$ cat config.mk
export PLATFORM = sky130hd
export DESIGN_NAME = sdram_burst_arbiter_flat
export DESIGN_NICKNAME = d
export VERILOG_FILES = /design/src/rtl/sdram_burst_arbiter_if.sv /design/src/rtl/sdram_burst_arbiter.sv /design/src/flat_wrapper.sv
export SDC_FILE = /design/constraint.sdc
export NUM_CORES = 1
export LEC_CHECK = 0
export CORE_MARGIN = 1
export CORE_UTILIZATION = 54
export DETAILED_ROUTE_END_ITERATION = 8
export PLACE_DENSITY = 0.87
export SLEW_MARGIN = 20
export SYNTH_ARGS = -nofsm -noshare
export SYNTH_HDL_FRONTEND = slang
export SYNTH_SLANG_ARGS = --single-unit
$ cat constraint.sdc
create_clock -name clk -period 5.9 [get_ports clk]
set_input_delay 1.18 -clock clk [delete_from_list [all_inputs] [get_ports clk]]
set_output_delay 1.18 -clock clk [all_outputs]
set_load 0.02 [all_outputs]
$ cat src/rtl/sdram_burst_arbiter_if.sv
// sdram_burst_arbiter_if
// Command channel between the burst arbiter and the SDRAM command/timing engine.
//
// Handshake: cmd_valid/cmd_type/cmd_addr are held stable from the first cycle
// cmd_valid is high until the cycle in which cmd_ack is sampled high. That cycle
// completes the transfer and cmd_valid drops on the same edge. cmd_done is a
// single-cycle pulse from the engine once the accepted command has finished.
//
// Signals:
//   cmd_valid  arbiter -> engine  command presented
//   cmd_type   arbiter -> engine  0 none, 1 write, 2 read, 3 refresh
//   cmd_addr   arbiter -> engine  burst start word address (0 for refresh)
//   cmd_ack    engine -> arbiter  command accepted
//   cmd_done   engine -> arbiter  accepted command fully finished (pulse)
interface sdram_burst_arbiter_if #(
  parameter int ADDR_W = 22
);
  logic              cmd_valid;
  logic [1:0]        cmd_type;
  logic [ADDR_W-1:0] cmd_addr;
  logic              cmd_ack;
  logic              cmd_done;

  modport master (
    output cmd_valid,
    output cmd_type,
    output cmd_addr,
    input  cmd_ack,
    input  cmd_done
  );

  modport slave (
    input  cmd_valid,
    input  cmd_type,
    input  cmd_addr,
    output cmd_ack,
    output cmd_done
  );
endinterface

$ cat src/rtl/sdram_burst_arbiter.sv
// sdram_burst_arbiter
// Shares the single SDRAM command engine between the camera write path, the
// LCD read path and the auto-refresh timer. Each grant issues one fixed-length
// burst (or one refresh). Per-path address counters advance by BURST on
// completion and wrap to their base at the frame end, pulsing frame_*_done.
//
// Ports:
//   clk, rst            controller clock, synchronous active-high reset
//   init_done           SDRAM power-up complete; gates the first grant
//   wr_req, rd_req      FIFO level flags requesting a data burst
//   ref_req             refresh due, held until its command is acked
//   wr_base, wr_max     write frame start / exclusive end address
//   rd_base, rd_max     read frame start / exclusive end address
//   wr_load, rd_load    pulse: reload the path's address counter from base
//   cmd                 command channel to the engine (master side)
//   frame_write_done    one-cycle pulse when the write counter wraps
//   frame_read_done     one-cycle pulse when the read counter wraps
//   dbg_state           current FSM state (0 INIT, 1 IDLE, 2 CMD, 3 BUSY)
module sdram_burst_arbiter #(
  parameter int ADDR_W = 22,
  parameter int BURST  = 256
) (
  input  logic                   clk,
  input  logic                   rst,
  input  logic                   init_done,
  input  logic                   wr_req,
  input  logic                   rd_req,
  input  logic                   ref_req,
  input  logic [ADDR_W-1:0]      wr_base,
  input  logic [ADDR_W-1:0]      wr_max,
  input  logic [ADDR_W-1:0]      rd_base,
  input  logic [ADDR_W-1:0]      rd_max,
  input  logic                   wr_load,
  input  logic                   rd_load,
  sdram_burst_arbiter_if.master  cmd,
  output logic                   frame_write_done,
  output logic                   frame_read_done,
  output logic [1:0]             dbg_state
);

  typedef enum logic [1:0] {
    ST_INIT = 2'd0,
    ST_IDLE = 2'd1,
    ST_CMD  = 2'd2,
    ST_BUSY = 2'd3
  } state_t;

  localparam logic [1:0] T_NONE = 2'd0;
  localparam logic [1:0] T_WR   = 2'd1;
  localparam logic [1:0] T_RD   = 2'd2;
  localparam logic [1:0] T_REF  = 2'd3;

  localparam logic [ADDR_W:0] BURST_X = (ADDR_W+1)'(BURST);

  state_t            state;
  logic              cmd_valid_q;
  logic [1:0]        cmd_type_q;
  logic [ADDR_W-1:0] cmd_addr_q;
  logic [ADDR_W-1:0] wr_addr;
  logic [ADDR_W-1:0] rd_addr;
  logic              last_rd;
  logic              data_granted;
  logic              wr_pend;
  logic              rd_pend;

  logic              wr_outstanding;
  logic              rd_outstanding;
  logic [ADDR_W:0]   wr_next;
  logic [ADDR_W:0]   rd_next;
  logic              wr_wrap;
  logic              rd_wrap;
  logic              wr_turn;

  assign cmd.cmd_valid = cmd_valid_q;
  assign cmd.cmd_type  = cmd_type_q;
  assign cmd.cmd_addr  = cmd_addr_q;
  assign dbg_state     = state;

  // A path's command is outstanding from selection until its cmd_done.
  assign wr_outstanding = ((state == ST_CMD) || (state == ST_BUSY)) && (cmd_type_q == T_WR);
  assign rd_outstanding = ((state == ST_CMD) || (state == ST_BUSY)) && (cmd_type_q == T_RD);

  // One extra bit so a carry out of the address space counts as past the end.
  assign wr_next = {1'b0, wr_addr} + BURST_X;
  assign rd_next = {1'b0, rd_addr} + BURST_X;
  assign wr_wrap = (wr_next >= {1'b0, wr_max});
  assign rd_wrap = (rd_next >= {1'b0, rd_max});

  // On a tie the write path goes first after reset (no data grant yet),
  // afterwards the path that was not granted last wins.
  assign wr_turn = last_rd | ~data_granted;

  always_ff @(posedge clk) begin
    if (rst) begin
      state            <= ST_INIT;
      cmd_valid_q      <= 1'b0;
      cmd_type_q       <= T_NONE;
      cmd_addr_q       <= '0;
      wr_addr          <= '0;
      rd_addr          <= '0;
      last_rd          <= 1'b0;
      data_granted     <= 1'b0;
      wr_pend          <= 1'b0;
      rd_pend          <= 1'b0;
      frame_write_done <= 1'b0;
      frame_read_done  <= 1'b0;
    end else begin
      frame_write_done <= 1'b0;
      frame_read_done  <= 1'b0;

      // Loads apply at once when the path is quiet, otherwise they are
      // deferred to the completion of the outstanding burst.
      if (wr_load) begin
        if (wr_outstanding) wr_pend <= 1'b1;
        else                wr_addr <= wr_base;
      end
      if (rd_load) begin
        if (rd_outstanding) rd_pend <= 1'b1;
        else                rd_addr <= rd_base;
      end

      case (state)
        ST_INIT: begin
          if (init_done) state <= ST_IDLE;
        end

        ST_IDLE: begin
          if (ref_req) begin
            cmd_type_q  <= T_REF;
            cmd_addr_q  <= '0;
            cmd_valid_q <= 1'b1;
            state       <= ST_CMD;
          end else if (wr_req && (!rd_req || wr_turn)) begin
            cmd_type_q  <= T_WR;
            cmd_addr_q  <= wr_addr;
            cmd_valid_q <= 1'b1;
            state       <= ST_CMD;
          end else if (rd_req) begin
            cmd_type_q  <= T_RD;
            cmd_addr_q  <= rd_addr;
            cmd_valid_q <= 1'b1;
            state       <= ST_CMD;
          end
        end

        ST_CMD: begin
          if (cmd.cmd_ack) begin
            cmd_valid_q <= 1'b0;
            state       <= ST_BUSY;
          end
        end

        ST_BUSY: begin
          if (cmd.cmd_done) begin
            state      <= ST_IDLE;
            cmd_type_q <= T_NONE;
            cmd_addr_q <= '0;
            case (cmd_type_q)
              T_WR: begin
                data_granted <= 1'b1;
                last_rd      <= 1'b0;
                wr_pend      <= 1'b0;
                // A pending or simultaneous load overrides the frame wrap.
                if (wr_pend || wr_load) begin
                  wr_addr <= wr_base;
                end else if (wr_wrap) begin
                  wr_addr          <= wr_base;
                  frame_write_done <= 1'b1;
                end else begin
                  wr_addr <= wr_next[ADDR_W-1:0];
                end
              end
              T_RD: begin
                data_granted <= 1'b1;
                last_rd      <= 1'b1;
                rd_pend      <= 1'b0;
                if (rd_pend || rd_load) begin
                  rd_addr <= rd_base;
                end else if (rd_wrap) begin
                  rd_addr         <= rd_base;
                  frame_read_done <= 1'b1;
                end else begin
                  rd_addr <= rd_next[ADDR_W-1:0];
                end
              end
              default: ;
            endcase
          end
        end

        default: state <= ST_INIT;
      endcase
    end
  end

endmodule
$ cat src/flat_wrapper.sv
// flat-port wrapper written by rule: the top's interface ports become plain ports
module sdram_burst_arbiter_flat 
#(
  parameter int ADDR_W = 22,
  parameter int BURST  = 256
)
  (clk, rst, init_done, wr_req, rd_req, ref_req, wr_base, wr_max, rd_base, rd_max, wr_load, rd_load, frame_write_done, frame_read_done, dbg_state, cmd_cmd_valid, cmd_cmd_type, cmd_cmd_addr, cmd_cmd_ack, cmd_cmd_done);
  sdram_burst_arbiter_if #(.ADDR_W(ADDR_W)) cmd_i ();
  input  logic clk;
  input  logic rst;
  input  logic init_done;
  input  logic wr_req;
  input  logic rd_req;
  input  logic ref_req;
  input  logic [ADDR_W-1:0] wr_base;
  input  logic [ADDR_W-1:0] wr_max;
  input  logic [ADDR_W-1:0] rd_base;
  input  logic [ADDR_W-1:0] rd_max;
  input  logic wr_load;
  input  logic rd_load;
  output logic frame_write_done;
  output logic frame_read_done;
  output logic [1:0] dbg_state;
  output wire logic [$bits(cmd_i.cmd_valid)-1:0] cmd_cmd_valid;
  output wire logic [$bits(cmd_i.cmd_type)-1:0] cmd_cmd_type;
  output wire logic [$bits(cmd_i.cmd_addr)-1:0] cmd_cmd_addr;
  input wire logic [$bits(cmd_i.cmd_ack)-1:0] cmd_cmd_ack;
  input wire logic [$bits(cmd_i.cmd_done)-1:0] cmd_cmd_done;
  assign cmd_cmd_valid = cmd_i.cmd_valid;
  assign cmd_cmd_type = cmd_i.cmd_type;
  assign cmd_cmd_addr = cmd_i.cmd_addr;
  assign cmd_i.cmd_ack = cmd_cmd_ack;
  assign cmd_i.cmd_done = cmd_cmd_done;
  sdram_burst_arbiter #(.ADDR_W(ADDR_W), .BURST(BURST)) u_core (.clk(clk), .rst(rst), .init_done(init_done), .wr_req(wr_req), .rd_req(rd_req), .ref_req(ref_req), .wr_base(wr_base), .wr_max(wr_max), .rd_base(rd_base), .rd_max(rd_max), .wr_load(wr_load), .rd_load(rd_load), .cmd(cmd_i), .frame_write_done(frame_write_done), .frame_read_done(frame_read_done), .dbg_state(dbg_state));
endmodule
Yosys cells after proc, flatten, opt, wreduce, memory -nomap -nowiden. Cells that the tools add are included.

Output and inout port bits: 29. Register bits: 77.

Magnitude comparators: 2. Bitwise operators: 6. Muxes and demuxes: 48. Add/sub/neg operators: 2. Reduce and logical (&&, ||, !) cells: 20. Equal/unequal tests: 9.

Operators with widths (count): $mux W22 (18); $add A22 B9 Y23 const B (2); $ge A23 B22 Y1 (2); $pmux W22 S2 (1); $mux W2 (9); $mux W1 (16); $reduce_and A3 Y1 (4); $reduce_or A5 Y1 (2); $pmux W2 S4 (1); $eq A2 B2 Y1 const B (3); $ne A2 B2 Y1 const B (3); $reduce_bool A2 Y1 (3); $not A1 Y1 (5); $eq A2 B1 Y1 const B (2); $logic_or A1 B1 Y1 (4); $ne A4 B3 Y1 const B (1); $pmux W1 S2 (2); $pmux W2 S2 (1); $reduce_and A4 Y1 (1); $logic_and A1 B1 Y1 (3); $logic_not A2 Y1 (1); $reduce_or A2 Y1 (1); $logic_not A1 Y1 (1); $or A1 B1 Y1 (1).

Longest topological paths before layout.
Depth in word-level cells: 8. Gate-level depth with buffers: 16. Mapped depth without buffers: 13.

Worst setup path before layout. Ideal clock, no wire load.

Kind: input port to flip-flop. From: input port wr_max[10]. To: register u_core.wr_addr[18]. Setup slack: 2.704 ns. Cell stages on the path: 11. Buffers on the path: 2. Arrival: 3.060 ns. Data required time: 5.764 ns. Cells stage by stage: inv_1 ha_1 a21oi_1 o21ai_0 a22o_1 a311o_4 or3_1 buf_6 buf_6 nor2_1 nor4_2.

Word-level cells in the longest chain between the ends: 6.

RTL lines: start, declared (RTL line flat_wrapper.sv:16) `input logic [ADDR_W-1:0] wr_max;`; $ge A23 B22 Y1 (RTL line sdram_burst_arbiter.sv:86) `assign wr_wrap = (wr_next >= {1'b0, wr_max});`; $mux W22 (RTL line sdram_burst_arbiter.sv:166) `end else if (wr_wrap) begin`; $mux W22 (RTL line sdram_burst_arbiter.sv:164) `if (wr_pend || wr_load) begin`; $mux W22 (RTL line sdram_burst_arbiter.sv:158) `case (cmd_type_q)`; $mux W22 (RTL line sdram_burst_arbiter.sv:154) `if (cmd.cmd_done) begin`; $mux W22 (RTL line sdram_burst_arbiter.sv:122) `case (state)`; end signal, assigned (RTL line sdram_burst_arbiter.sv:165) `wr_addr <= wr_base;`; end signal, assigned (RTL line sdram_burst_arbiter.sv:167) `wr_addr <= wr_base;`; end signal, assigned (RTL line sdram_burst_arbiter.sv:170) `wr_addr <= wr_next[ADDR_W-1:0];`; end, declared (RTL line sdram_burst_arbiter.sv:59) `logic [ADDR_W-1:0] wr_addr;`.

Every way passes these cells. A chain may end at the register's enable or synchronous reset.

Worst setup path after layout.
From: input port rd_max[4]. To: register u_core.rd_addr[13].

Word-level cells in the longest chain between the ends: 6.

RTL lines: start, declared (RTL line flat_wrapper.sv:18) `input logic [ADDR_W-1:0] rd_max;`; $ge A23 B22 Y1 (RTL line sdram_burst_arbiter.sv:87) `assign rd_wrap = (rd_next >= {1'b0, rd_max});`; $mux W22 (RTL line sdram_burst_arbiter.sv:179) `end else if (rd_wrap) begin`; $mux W22 (RTL line sdram_burst_arbiter.sv:177) `if (rd_pend || rd_load) begin`; $mux W22 (RTL line sdram_burst_arbiter.sv:158); $mux W22 (RTL line sdram_burst_arbiter.sv:154); $mux W22 (RTL line sdram_burst_arbiter.sv:122); end signal, assigned (RTL line sdram_burst_arbiter.sv:178) `rd_addr <= rd_base;`; end signal, assigned (RTL line sdram_burst_arbiter.sv:180) `rd_addr <= rd_base;`; end signal, assigned (RTL line sdram_burst_arbiter.sv:183) `rd_addr <= rd_next[ADDR_W-1:0];`; end, declared (RTL line sdram_burst_arbiter.sv:60) `logic [ADDR_W-1:0] rd_addr;`.

Every way passes these cells.

==> summary.txt <==
GRT
  • Met1 global-route usage: 0.334
  • Met3 Track Usage GR: 0.0567
  • Met2 GRT Util: 0.513
  • Initial antenna violation count: 0
  • Largest net degree at the start of global routing: 79
  • Vias in the first global route: approximately 4900
  • Grt ovf: 0
  • First-pass GRT wire length: 22.3 mm
  • Total GRT Usage: 0.284
  • Top Usage Layer GRT: met2

Floorplanning
  • Starting Density: 0.570
  • Num rows: 34
  • Die H: slightly below 100 um
  • DIE AREA: 9770 um2
  • Core area: 8890 um2
  • Die width: 98.9 um
  • Number of top-level pins: 127

Finish
  • Share of cells above drive strength 1: 0.0765
  • Register Area: 1540 um2
  • Antenna diode count: 0
  • Area delta synth->final: 29.6%
  • Final nets: 891
  • Area of the multi-input gates: 3180 um2
  • # fillers: around 660

Timing
  • Peak Freq: about 250 MHz
  • Crit share post-route: 0.669
  • Worst Tran Pin Value: 1.02 ns
  • Final WS setup: 1.95 ns
  • Slew Limit Fails: 0
  • Setup_tns: 0 ns
  • Hold Vio Cnt, Final: 0
  • Max-slew headroom: 0.318
  • RSZ-0062 raised after global routing: no
  • Final setup viols: 0
  • Skew final: around 0.014 ns
  • Final min period: just under 4 ns

Route
  • DR vias/cell: 5.80
  • Routed length per instance: 16.0 um
  • Detail Route Antenna Nets: 0
  • First-pass DRT Iterations: 5
  • WL final: 13.7 mm
  • 1st-iter DRT viols: 249
  • Total number of vias: 4947
  • Drt drc: 0

Place
  • Pre-CTS setup slack: 1.60 ns
  • IO Port Bufs: ~130
  • Post-DP HPWL: 10.4 mm
  • Gpl congestion: 0.913

Run
  • Max-cap violations: 0

Pwr
  • Internal: 0.00107 W
  • Cell area power density: 250 nW/um2
  • Clk pwr share: 0.274
  • Worst VDD drop: 0.213 mV
  • Switching power: 0.000573 W
  • Logic pwr share: 0.335
  • Final total power: 0.00164 W
  • Pleak: 2.92 nW
  • Seq pwr share: 0.390
  • Sw Ratio: 0.349

Worst setup path
  • Startpoint Class: input port
  • Worst EP arrival: 4.18 ns
  • Setup Crit Path Kind: input port to flip-flop
  • CP max FO: 18
  • Worst EP required: roughly 6 ns
  • Crit path capture type: flip-flop

Synthesis
  • Synth unique cells: 52
  • Syn Nets: 779
  • Ys flop type: dfxtp_1
  • Synthesized area: ~5100 um2
  • Post-synthesis average cell area: about 8.1 um2
  • Seq/Total Area, Yosys: 0.304
  • Count of warnings emitted by yosys: 0
  • Cells after synthesis: 628
  • Post-synthesis register bit count: 77
  • Post-synth EDFFs: 0
  • Async set-reset flop share out of synthesis: 0

Worst hold path
  • Hold crit path type: flip-flop to flip-flop

Clock network
  • Cts repair resizes: 0
  • CTS tree: built
  • Number of buffers created by CTS: 9
  • Hold_buf cts: 0
  • Post-CTS Setup Repair Bufs: 0
  • CTS Sinks: 77
  • Root buffer cell: clkbuf_8
  • Clk_lat worst skew: roughly 0.35 ns
  • H-tree levels: 3
  • Clk slew on worst S/H paths: 0.09 ns
  • Longest Clk Path Bufs: 2

Outcome
  • Outcome: completed
Yosys cell counts (11+ instances only):
master,n,area [um2]
mux2i_1,16,160
xnor2_1,16,140
o21ai_0,16,80.1
nand2_1,37,139
a22oi_1,23,173
clkbuf_1,20,75.1
inv_1,58,218
a21oi_1,39,195
dfxtp_1,77,1540
and3_1,11,68.8
nor4_1,19,119
nand3_1,19,95.1
nor2_1,115,432
ha_1,53,663
mux2_2,21,236
metrics by stage:
step           area [um2]  instances  hold slack, ns   util
2_1_floorplan        5070        628           0.436      -
3_3_place_gp         6340        837           0.450  0.713
3_5_place_dp         6340        837           0.456  0.713
4_1_cts              6560        853           0.470  0.738
5_1_grt              6560        853           0.478  0.738
6_report             6560        853           0.472  0.738
critical path, cell delays in order:
cell	delay (ns)
clkdlybuf4s50_1	0.45
inv_1	0.04
ha_1	0.31
a211oi_1	0.26
nor2_1	0.08
o311ai_0	0.43
and4_1	0.37
a21o_1	0.63
nor2_1	0.08
a2111oi_0	0.33
power by group through the flow:
stage	sequential (W)	combinational (W)	clock, W
after global routing	0.000648	0.000605	0.000475
after detailed placement	0.000650	0.000543	0
after global placement	0.000648	0.000513	0
final	0.000641	0.000550	0.000451
after CTS	0.000639	0.000547	0.000452
after floorplan	0.000661	0.000318	0
layout make-up:
cell class              instances  share of cell area
well taps                     108              0.0206
multi-input cells             466               0.484
flip-flops and latches         77               0.235
clock inverters                 7              0.0149
clock buffers                   9              0.0189
repair buffers                128               0.194
inverters                      58              0.0332
sequential cells by signal, indices dropped and copies added (netlist names):
signal and cells:
u_core.cmd.cmd_addr 22, u_core.cmd.cmd_type 2, u_core.cmd.cmd_valid 1, u_core.data_granted 1, u_core.dbg_state 2, u_core.frame_read_done 1
u_core.frame_write_done 1, u_core.last_rd 1, u_core.rd_addr 22, u_core.rd_pend 1, u_core.wr_addr 22, u_core.wr_pend 1
metal layers:
metal / vias up / part of all wire
met5: - / 0
met4: 0 / 0.025
met3: 35 / 0.059
met2: 178 / 0.50
met1: 2317 / 0.42
li1: 2417 / -
worst paths after layout:
path	from	end	slack [ns]	depth (start not counted)
hold reg to reg	u_core.wr_addr[0]$_SDFFE_PP0P_	u_core.wr_addr[0]$_SDFFE_PP0P_	0.47	2
setup reg to reg	u_core.wr_addr[10]$_SDFF_PP0_	u_core.wr_addr[2]$_SDFFE_PP0P_	1.99	12
setup / recovery	rd_max[4]	u_core.rd_addr[13]$_SDFF_PP0_	1.95	10
hold / removal	u_core.wr_addr[0]$_SDFFE_PP0P_	u_core.wr_addr[0]$_SDFFE_PP0P_	0.47	2
cell usage in the layout, fill, tap and decap left out, drive strengths merged, types with 3 or more instances in the layout:
master	instances
a21oi	39
nor3	12
and3	12
buf	3
dfxtp	77
clkdlybuf4s50	125
a22oi	23
nand4	9
nand2b	3
and4	4
xor2	8
nor4	24
a21o	3
clkbuf	9
a211oi	6
xnor2	16
mux2i	16
nor2	115
nand3	19
and2	3
mux2	21
o21ai	16
inv	59
ha	53
nand2	37
kinds of logic after synthesis:
family	Yosys count	synth area share
XOR/XNOR	24	0.0415
AND/OR/NAND/NOR	246	0.236
flip-flops	77	0.304
multiplexers	37	0.0783
AO/OA/AOI/OAI	106	0.139
buffers and inverters	85	0.0696
adder cells (fa/ha/maj)	53	0.131
No activity file was read; power rests on OpenSTA's default activity.
